--- src/rtl/imem_access_arbiter.sv ---
// imem_access_arbiter: shares the single-port IMEM between core fetch and the loader/debug port.
// Optional build macro IMEM_LOAD_LOCK_EN adds a lock FSM that holds the core while the loader owns memory.
//
// lock state | meaning
// RUN        | fetch-priority arbitration with loader anti-starvation
// LOCKED     | loader session active; core held, loader always wins
module imem_access_arbiter #(
    parameter int DEPTH      = 49,
    parameter int AW         = 6,
    parameter int STARVE_MAX = 4
) (
    input  logic          clk,
    input  logic          rst,
    input  logic          fetch_req,
    input  logic [31:0]   fetch_pc,
    output logic          fetch_gnt,
    output logic          fetch_valid,
    output logic [31:0]   fetch_instr,
    output logic          fetch_err,
    input  logic          ld_req,
    input  logic          ld_we,
    input  logic [AW-1:0] ld_addr,
    input  logic [31:0]   ld_wdata,
    output logic          ld_gnt,
    output logic          ld_rvalid,
    output logic [31:0]   ld_rdata,
    input  logic          ld_done,
    output logic          core_hold,
    output logic          mem_en,
    output logic          mem_we,
    output logic [AW-1:0] mem_addr,
    output logic [31:0]   mem_wdata,
    input  logic [31:0]   mem_rdata
);
    localparam logic [31:0] NOP = 32'h0000_0013;

    // Owner tag records which requester's response is due in the cycle after the grant.
    typedef enum logic [2:0] {
        OWN_NONE,
        OWN_FETCH,
        OWN_FETCH_ERR,
        OWN_LD_RD,
        OWN_LD_NULL
    } owner_t;

    owner_t      owner_q, owner_d;
    logic [3:0]  starve_cnt, starve_d;
    logic [31:0] instr_q, rdata_q;
    logic [29:0] fetch_idx;
    logic        fetch_legal, ld_in_range, locked;

    assign fetch_idx   = fetch_pc[31:2];
    assign fetch_legal = (fetch_pc[1:0] == 2'b00) && (fetch_idx < 30'(DEPTH));
    // Extra bit keeps the compare correct when DEPTH == 2**AW.
    assign ld_in_range = {1'b0, ld_addr} < (AW+1)'(DEPTH);

`ifdef IMEM_LOAD_LOCK_EN
    typedef enum logic {RUN, LOCKED} lock_t;
    lock_t lock_q, lock_d;

    always_ff @(posedge clk or posedge rst) begin
        if (rst) lock_q <= RUN;
        else     lock_q <= lock_d;
    end

    always_comb begin
        lock_d = lock_q;
        case (lock_q)
            RUN:     if (ld_gnt && ld_we) lock_d = LOCKED;
            LOCKED:  if (ld_done && !(ld_gnt && ld_we)) lock_d = RUN;
            default: lock_d = RUN;
        endcase
    end

    assign locked = (lock_q == LOCKED);
`else
    logic unused_ld_done;
    assign unused_ld_done = ld_done;
    assign locked         = 1'b0;
`endif

    assign core_hold = locked;

    // An illegal fetch never beats a waiting loader; it is only answered when alone.
    always_comb begin
        fetch_gnt = 1'b0;
        ld_gnt    = 1'b0;
        if (locked) begin
            ld_gnt = ld_req;
        end else if (fetch_req && ld_req) begin
            if (fetch_legal && (starve_cnt < 4'(STARVE_MAX))) fetch_gnt = 1'b1;
            else                                              ld_gnt    = 1'b1;
        end else begin
            fetch_gnt = fetch_req;
            ld_gnt    = ld_req;
        end
    end

    always_comb begin
        mem_en    = 1'b0;
        mem_we    = 1'b0;
        mem_addr  = '0;
        mem_wdata = '0;
        owner_d   = OWN_NONE;
        if (fetch_gnt) begin
            if (fetch_legal) begin
                mem_en   = 1'b1;
                mem_addr = fetch_pc[AW+1:2];
                owner_d  = OWN_FETCH;
            end else begin
                owner_d  = OWN_FETCH_ERR;
            end
        end else if (ld_gnt) begin
            if (ld_in_range) begin
                mem_en    = 1'b1;
                mem_we    = ld_we;
                mem_addr  = ld_addr;
                mem_wdata = ld_we ? ld_wdata : 32'h0;
            end
            if (!ld_we) owner_d = ld_in_range ? OWN_LD_RD : OWN_LD_NULL;
        end
    end

    always_comb begin
        starve_d = starve_cnt;
        if (ld_gnt || !ld_req)
            starve_d = 4'd0;
        else if (fetch_gnt && fetch_legal && (starve_cnt < 4'(STARVE_MAX)))
            starve_d = starve_cnt + 4'd1;
    end

    always_ff @(posedge clk or posedge rst) begin
        if (rst) begin
            owner_q    <= OWN_NONE;
            starve_cnt <= 4'd0;
            instr_q    <= NOP;
            rdata_q    <= 32'h0;
        end else begin
            owner_q    <= owner_d;
            starve_cnt <= starve_d;
            if (owner_q == OWN_FETCH)          instr_q <= mem_rdata;
            else if (owner_q == OWN_FETCH_ERR) instr_q <= NOP;
            if (owner_q == OWN_LD_RD)          rdata_q <= mem_rdata;
            else if (owner_q == OWN_LD_NULL)   rdata_q <= 32'h0;
        end
    end

    // Response data passes straight from memory in the valid cycle, then is held.
    assign fetch_valid = (owner_q == OWN_FETCH) || (owner_q == OWN_FETCH_ERR);
    assign fetch_err   = (owner_q == OWN_FETCH_ERR);
    assign fetch_instr = (owner_q == OWN_FETCH)     ? mem_rdata :
                         (owner_q == OWN_FETCH_ERR) ? NOP : instr_q;
    assign ld_rvalid   = (owner_q == OWN_LD_RD) || (owner_q == OWN_LD_NULL);
    assign ld_rdata    = (owner_q == OWN_LD_RD)   ? mem_rdata :
                         (owner_q == OWN_LD_NULL) ? 32'h0 : rdata_q;

endmodule

--- config.mk ---
export PLATFORM = sky130hd
export DESIGN_NAME = imem_access_arbiter
export DESIGN_NICKNAME = d
export VERILOG_FILES = /design/src/rtl/imem_access_arbiter.sv
export SDC_FILE = /design/constraint.sdc
export NUM_CORES = 1
export LEC_CHECK = 0
export BUFFER_PORTS_ARGS = -buffer_cell sky130_fd_sc_hd__buf_2
export CAP_MARGIN = 20
export CORE_MARGIN = 2
export CORE_UTILIZATION = 41
export DETAILED_ROUTE_END_ITERATION = 6
export GPL_TIMING_DRIVEN = 0
export PLACE_DENSITY = 0.8
export SYNTH_ARGS = -nofsm -noshare
export SYNTH_HDL_FRONTEND = slang
export SYNTH_SLANG_ARGS = --single-unit
--- constraint.sdc ---
create_clock -name clk -period 2.3 [get_ports clk]
set_input_delay 0.115 -clock clk [delete_from_list [all_inputs] [get_ports clk]]
set_output_delay 0.115 -clock clk [all_outputs]
set_load 0.02 [all_outputs]
* After elaboration in Yosys (flattened, before gate mapping)
Index checks and enable logic that the tools add are counted.
** Cells by class
- Add/subtract/negate cells :: 1
- Muxes and demuxes :: 30
- Reductions and logical operators :: 11
- Equal/unequal tests :: 4
- $lt $le $gt $ge :: 3
** Operator list (number)
- 32-bit 2-to-1 mux :: 8
- 30-bit by 6-bit less-than comparator with 1-bit output (second input constant) :: 1
- 6-bit 2-to-1 mux :: 4
- 3-bit 2-to-1 mux :: 4
- 1-bit 2-to-1 mux :: 11
- 4-bit 2-to-1 mux :: 2
- 3-bit by 2-bit equality test with 1-bit output (second input constant) :: 2
- 6-bit less-than comparator (second input constant) :: 1
- 1-bit logical AND :: 5
- 4-bit by 1-bit adder with 4-bit output (second input constant) :: 1
- 4-bit by 3-bit less-than comparator with 1-bit output (second input constant) :: 1
- 3-bit by 1-bit equality test with 1-bit output (second input constant) :: 1
- 3-bit equality test (second input constant) :: 1
- 1-bit logical OR :: 3
- 2-bit zero test :: 1
- 2-bit 2-to-1 mux :: 1
- 2-bit nonzero test :: 1
- 1-bit zero test :: 1
** Word-level totals
- Flip-flop bits (word level) :: 71
- Input bits :: 108
- Output and inout bits :: 110

* Longest topological paths before layout
Gate-level depths: netlist of run 1.
- Depth in word-level cells :: 9
- Mapped depth :: 6

* Least setup slack after synthesis of run 1
OpenSTA, ideal clock, no wires.
- Path type :: register to output
- Start point :: register owner_q[2]
- End point :: output fetch_instr[0]
- Cell stages (with the launch flop) :: 6
- Arrival time :: 1.891 ns
- Path slack :: 0.294 ns
- Cell sequence :: dfrtp_1 > nor3b_1 > nor2_1 > clkbuf_1 > inv_1 > o22a_1
** On the way
- Longest elaborated chain between the ends :: 3
- Elaborated cells between the ends (all ways) :: 4
- Those cells by class :: 2 x eq/ne; 2 x mux
** RTL lines
- start, declared :: RTL line 46 : owner_t owner_q, owner_d;
- start signal, assigned :: RTL line 139 : owner_q <= owner_d;
- 3-bit by 2-bit equality test with 1-bit output
- net fetch_err :: RTL line 19 : output logic fetch_err,
- 32-bit 2-to-1 mux (2 in a row)
- end, declared :: RTL line 18 : output logic [31:0] fetch_instr,
The timed path passes the listed nets, and every way through them passes these cells.

* Worst setup path in the final report of run 1
- Start point :: register starve_cnt[2]
- End point :: output mem_addr[0]
** On the way
- Longest elaborated chain between the ends :: 6
- Elaborated cells between the ends (all ways) :: 8
- Those cells by class :: 1 x order compare; 6 x mux; 1 x reduce/logical
** RTL lines
- start, declared :: RTL line 47 : logic [3:0] starve_cnt, starve_d;
- start signal, assigned :: RTL line 140 : starve_cnt <= starve_d;
- 4-bit by 3-bit less-than comparator with 1-bit output * :: RTL line 91 : if (fetch_legal && (starve_cnt < 4'(STARVE_MAX))) fetch_gnt = 1'b1;
- 1-bit logical AND * :: RTL line 91
- 1-bit 2-to-1 mux :: RTL line 91
- 1-bit 2-to-1 mux :: RTL line 90 : end else if (fetch_req && ld_req) begin
- 6-bit 2-to-1 mux :: RTL line 113 : end else if (ld_gnt) begin
- 6-bit 2-to-1 mux * :: RTL line 105 : if (fetch_gnt) begin
- end, declared :: RTL line 31 : output logic [AW-1:0] mem_addr,
Mark *: on every way between the ends. The rest lies on a longest branch, timed or not.

==> out/qor.csv, run 1 <==
stage,metric,value,unit
sta,max_clock_freq,445.0,MHz
logic_synthesis,synth_cell_type_count,31,
setup_path,r2r-start,starve_cnt[2],
power,p_per_area,771.1,nW/um2
logic_synthesis,ys_seq_area_frac,0.5743,
logic_synthesis,avgSynthCellArea,11.11,um2
setup_path,regToRegSetupSlack,0.58,ns
setup_path,worst-path-buf-inv,3,
sta,period_needed,2.247,ns
grt,grt_usage,0.2449,
clock_network,cts-root-buf,clkbuf_8,
logic_synthesis,async_reset_ff_frac,1.000,
grt,first_global_vias,3237,
routing,wl_per_cell,16.79,um
setup_path,arrival,2.13,ns
cells_and_area,diodes,0,
logic_synthesis,netlist_instances,279,
logic_synthesis,ys.flop_type,dfrtp_1,
place,io_buffers,214,
clock_network,cts_tree,yes,
sta,slew_headroom,0.5282,
logic_synthesis,netlist_top_cells_count,"dfrtp_1, a22o_1, nor2_1, nand3_1, clkbuf_1",
hold_path,whs_path_depth,2,
die,die_w,90.96,um
cells_and_area,syn2layout_area_growth,50.20,%
clock_network,htree_levels,3,
grt,grt_max_degree,42,
setup_path,critical_path_class,reg2out,
setup_path,cp_cell_sequence,or3b_4 > o21bai_4 > o31ai_4 > buf_12 > inv_4 > a32o_1 > buf_2,
setup_path,cp-start-kind,register,
hold_path,hold_path_class,in2reg,
sta,worst_pin_slew,0.7012,ns
place,placed_area,4319,um2
logic_synthesis,yosysWarnings,0,
setup_path,critPathTopFamily,compound AO/OA/AOI/OAI gates,
flow_run,cap_violations,0,
routing,dr.first_iter.drc_count,142,
grt,antenna_found_initial,0,
grt,grt_pass1_wl,15960,um
sta,setup_viol,0,
sta,drv_slew,0,
routing,drt_wl_total,10360,um
routing,drt_pass1_iterations,4,
routing,vias,3258,
setup_path,cp-end-kind,output port,
sta,fin_ws,0.05258,ns
hold_path,hold_start,mem_rdata[17],
outcome,status,"complete, no violations",
setup_path,rr_endpoint,owner_q[0],
routing,viasPerCell,5.280,
power,fin_total_pwr,3591,uW
logic_synthesis,synth_edf_count,0,
sta,rsz0062_at_grt,yes,
power,cellLeakagePower,0.002616,uW
clock_network,cts_made_buffers,9,
sta,setup_tns,0,ns
clock_network,clkTransAtPathRegs,0.08,ns
logic_synthesis,synthTopCellsByArea,"dfrtp_1, a22o_1, nand3_1",
grt,grt-ovfl-total,0,
sta,fin_skew,0.009207,ns
clock_network,clk_path_buf_depth,2,
clock_network,clock_latency,0.34,ns
die,core,7292,um2
place,dp_hpwl,7989,um
sta,fin_crit_sh,0.9771,
setup_path,crit_path_max_fanout,9,
die,num_rows,31,
logic_synthesis,yosys.area.top_type,dfrtp_1,
power,ir_worst_vdd,0.3472,mV
sta,hold_violations,0,
setup_path,critPathMaxStageDelay,0.39,ns
sta,hold_ws,0.04206,ns
die,start_util,0.4252,
routing,ant_nets,0,
die,io_pins,218,
cells_and_area,nets,622,
logic_synthesis,synth_top_cell_area_share,0.5488,
hold_path,min_to,instr_q[17],
setup_path,critPathSlowestCell,or3b_4,
setup_path,worst_ep_required_time,2.18,ns
cells_and_area,drive_gt1_frac,0.5039,
die,die_h,90.96,um
setup_path,r2r_cells,6,
cells_and_area,design_area,4657,um2
logic_synthesis,ys_ff_latch,71,
logic_synthesis,netlist_area,3100,um2
clock_network,cts.sinks,71,
place,gp_congestion,0.8089,
place,pre_cts_slack,0.07469,ns
logic_synthesis,synth.most_common_cell,dfrtp_1,
die,dieArea,8274,um2
routing,drc,0,
worst max path at each step:
stage                  start              end  slack, ns  cells past startpoint
2_1_floorplan     owner_q[2]   fetch_instr[0]       0.29                      5
6_report       starve_cnt[2]      mem_addr[0]       0.05                      7
5_1_grt        starve_cnt[2]      mem_addr[0]     -0.003                      7
4_1_cts        starve_cnt[2]      mem_addr[0]    0.00004                      7
3_5_place_dp      owner_q[2]  fetch_instr[21]       0.07                      5
3_3_place_gp             rst    starve_cnt[3]      -0.28                      2
cells by family after synthesis:
| logic type | after synthesis | synth area share |
|---|---|---|
| AND/OR/NAND/NOR | 96 | 0.1465 |
| AO/OA/AOI/OAI | 77 | 0.2280 |
| flip-flops | 71 | 0.5743 |
| buffers and inverters | 32 | 0.04318 |
| XOR/XNOR | 1 | 0.002825 |
| adder cells (fa/ha/maj) | 1 | 0.004035 |
| other | 1 | 0.001209 |
flip-flops by register name, summed over array words and instances (netlist names):
name	cells
rdata_q	32
starve_cnt	4
owner_q	3
instr_q	32
per-stage QoR:
stage               utilization  std cells
floorplan                     -        280
global placement         0.5896        593
detailed placement       0.5923        594
CTS                      0.6345        615
global route             0.6386        617
finish                   0.6386        617
worst reg2reg max path, stage by stage, from the launching register on:
cell	delay, ns
dfrtp_1	0.38
or3b_4	0.39
o21bai_4	0.19
o31ai_4	0.22
buf_12	0.16
inv_4	0.06
a31o_1	0.21
routing by layer:
metal  global-route usage  routed length, um  vias to the layer above
met5                    0                  0                        -
met4               0.1174                326                        0
met2               0.4265               5278                      175
met3              0.04979                765                       29
met1               0.2888               3987                     1549
li1                     -                  -                     1505
layout make-up:
| cell class | count | area (um2) |
|---|---|---|
| Buffer | 24 | 120.1 |
| Clock buffer | 11 | 141.4 |
| Clock inverter | 5 | 81.33 |
| Fill cell | 633 | 2635 |
| Inverter | 8 | 32.53 |
| Multi-Input combinational cell | 177 | 1212 |
| Sequential cell | 71 | 1780 |
| Tap cell | 99 | 123.9 |
| Timing Repair Buffer | 222 | 1165 |
repair_timing:
item,CTS,global route
gates resized for setup,12,6
pin swaps,2,2
setup endpoints to repair,76,51
buffers inserted,4,2
hold endpoints to repair,30,0
hold buffers,1,0
power breakdown:
group / switching [uW] / internal [uW]
clock network: 442 / 640
registers: 53.9 / 1430
logic: 634 / 393
total: 1130 / 2460
cell usage in the layout (no fill, tap or decap), types with 5 or more instances in the layout:
cell / count
nor4_1: 7
a32o_1: 6
clkbuf_2: 6
nor3_1: 6
buf_4: 6
clkbuf_1: 12
buf_2: 216
a22o_1: 61
dfrtp_1: 68
nand2_1: 5
clkbuf_8: 10
nor2_1: 37
nand3_1: 34
inv_1: 6
No activity file was read; power rests on OpenSTA's default activity.
==> inputs of run 2 (changes only) <==
==> config.mk (replaced) <==
export PLATFORM = sky130hd
export DESIGN_NAME = imem_access_arbiter
export DESIGN_NICKNAME = d
export VERILOG_FILES = /design/src/rtl/imem_access_arbiter.sv
export SDC_FILE = /design/constraint.sdc
export NUM_CORES = 1
export LEC_CHECK = 0
export CAP_MARGIN = 20
export CORE_AREA = 2 2 85 87
export DETAILED_ROUTE_END_ITERATION = 6
export DIE_AREA = 0 0 87 89
export DONT_BUFFER_PORTS = 1
export GPL_TIMING_DRIVEN = 0
export SYNTH_ARGS = -nofsm -noshare
export SYNTH_HDL_FRONTEND = slang
export SYNTH_SLANG_ARGS = --single-unit
==> run 2 against run 1 <==
Setup slack better by 0.052 ns; register-to-register slack worse by 0.07 ns; combinational power is 28% lower; first-iteration DRC count is 55% lower; largest cell class unchanged.
==> out/qor.csv, run 2 (synthesis gave the netlist of run 1 again) <==
stage,metric,value,unit
place,pre_cts_slack,-0.3483,ns
die,die_h,89,um
sta,setup_viol,0,
clock_network,cts-root-buf,clkbuf_8,
hold_path,min_to,instr_q[4],
hold_path,hold_path_class,in2reg,
place,dp_cells,360,
sta,worst_pin_slew,0.8319,ns
setup_path,cp-end-kind,output port,
clock_network,clock_latency,0.34,ns
routing,wl_per_cell,21.90,um
setup_path,rr_endpoint,instr_q[27],
setup_path,regToRegSetupSlack,0.51,ns
flow_run,cap_violations,0,
grt,grt-ovfl-total,0,
setup_path,cp_cell_sequence,or3b_4 > o21bai_2 > o31ai_4 > buf_6 > inv_4 > a32o_2,
setup_path,r2r-start,owner_q[2],
setup_path,worst_ep_required_time,2.18,ns
die,num_rows,30,
setup_path,cp-start-kind,register,
sta,fin_ws,0.1046,ns
setup_path,critPathMaxStageDelay,0.42,ns
hold_path,hold_start,mem_rdata[4],
clock_network,cts_made_buffers,9,
routing,dr.first_iter.drc_count,64,
routing,viasPerCell,6.092,
sta,setup_tns,0,ns
cells_and_area,final_cell_mix,"dfrtp_1, a22o_1, nor2_1",
power,p_per_area,904.8,nW/um2
die,dieArea,7743,um2
place,gp_congestion,0.8330,
die,start_util,0.4615,
sta,period_needed,2.195,ns
setup_path,r2r_cells,4,
sta,drv_slew,0,
setup_path,crit_path_max_fanout,9,
place,io_buffers,0,
cells_and_area,syn2layout_area_growth,13.24,%
clock_network,cts.sinks,71,
setup_path,arrival,2.08,ns
power,cellLeakagePower,0.001671,uW
sta,hold_violations,0,
clock_network,cts_tree,yes,
hold_path,whs_path_depth,1,
cells_and_area,layout.cells.non_filler,382,
clock_network,clkTransAtPathRegs,0.07,ns
cells_and_area,final_common_cell,dfrtp_1,
routing,drc,0,
power,fin_total_pwr,3176,uW
grt,grt_max_degree,72,
cells_and_area,drive_gt1_frac,0.1954,
clock_network,htree_levels,3,
sta,fin_crit_sh,0.9545,
cells_and_area,nets,406,
setup_path,critPathSlowestCell,or3b_4,
sta,slew_headroom,0.4411,
place,dp_hpwl,6281,um
setup_path,critical_path_class,reg2out,
grt,antenna_found_initial,0,
setup_path,worst-path-buf-inv,2,
power,ir_worst_vdd,0.4815,mV
die,io_pins,218,
grt,first_global_vias,2254,
routing,drt_pass1_iterations,4,
grt,grt_usage,0.2084,
grt,grt_pass1_wl,12140,um
routing,drt_wl_total,8364,um
sta,fin_skew,0.007490,ns
sta,hold_ws,0.03643,ns
die,die_w,87,um
cells_and_area,diodes,0,
routing,vias,2327,
setup_path,critPathTopFamily,compound AO/OA/AOI/OAI gates,
routing,ant_nets,0,
sta,max_clock_freq,455.5,MHz
cells_and_area,largest_registers,"instr_q x32, rdata_q x32, starve_cnt x4",
clock_network,clk_path_buf_depth,2,
outcome,status,"complete, no violations",
die,core,6719,um2
-- run 2: cell types whose count changed in the layout (fill, tap and decap cells not counted), sizes merged --
| cell | previous run | this run |
|---|---|---|
| buf | 226 | 9 |
| bufinv | 2 | 1 |
| clkbuf | 30 | 28 |
| clkinv | 2 | 3 |
| clkinvlp | 1 | 2 |
| dlygate4sd3 | 1 | 2 |
| inv | 8 | 9 |
-- run 2: timing repair --
action	CTS	global route
hold endpoints to repair	71	0
resized for setup	15	16
endpoints found under the setup margin	131	79
pin swaps	2	7
hold buffers	2	0
setup buffers	3	1
-- run 2: worst register-to-register path, stage by stage (launching register included) --
cell,delay [ns]
dfrtp_1,0.47
nor3b_2,0.27
clkbuf_2,0.30
clkbuf_2,0.30
a22o_1,0.35
-- run 2: worst max path at each step --
stage                   from             end  cells past startpoint  slack [ns]
2_1_floorplan     owner_q[2]  fetch_instr[0]                      5        0.29
3_3_place_gp      owner_q[2]  fetch_instr[1]                      5       -0.32
3_5_place_dp      owner_q[2]  fetch_instr[1]                      5       -0.35
4_1_cts        starve_cnt[2]     mem_addr[3]                      6       0.001
5_1_grt        starve_cnt[2]     mem_addr[5]                      6      -0.003
6_report       starve_cnt[2]     mem_addr[4]                      6        0.10
-- run 2: through the flow --
step,instance area (um2),util
after global routing,3511,0.5225
after CTS,3476,0.5173
after floorplan,3104,-
after global placement,3204,0.4769
after detailed placement,3207,0.4773
final,3511,0.5225
-- run 2: area by class of cell --
cell class,count,area (um2)
Fill cell,585,3208
Buffer,24,117.6
Clock inverter,7,72.57
Clock buffer,9,123.9
Timing Repair Buffer,6,53.80
Sequential cell,71,1780
Inverter,8,35.03
Tap cell,80,100.1
Multi-Input combinational cell,177,1227
-- run 2: where the power goes --
part | total, uW | leakage [uW] | switching (uW) | internal, uW
Combinational | 740 | 0.000651 | 544 | 196
Clock | 958 | 0.0000956 | 456 | 502
Sequential | 1480 | 0.000924 | 51.0 | 1430
-- run 2: routing by layer --
metal,GRT usage,up-vias,wire [um]
li1,-,1083,-
met1,0.2701,1104,3586
met2,0.3324,132,4006
met3,0.07664,8,674
met4,0.05540,0,95
met5,0,-,0
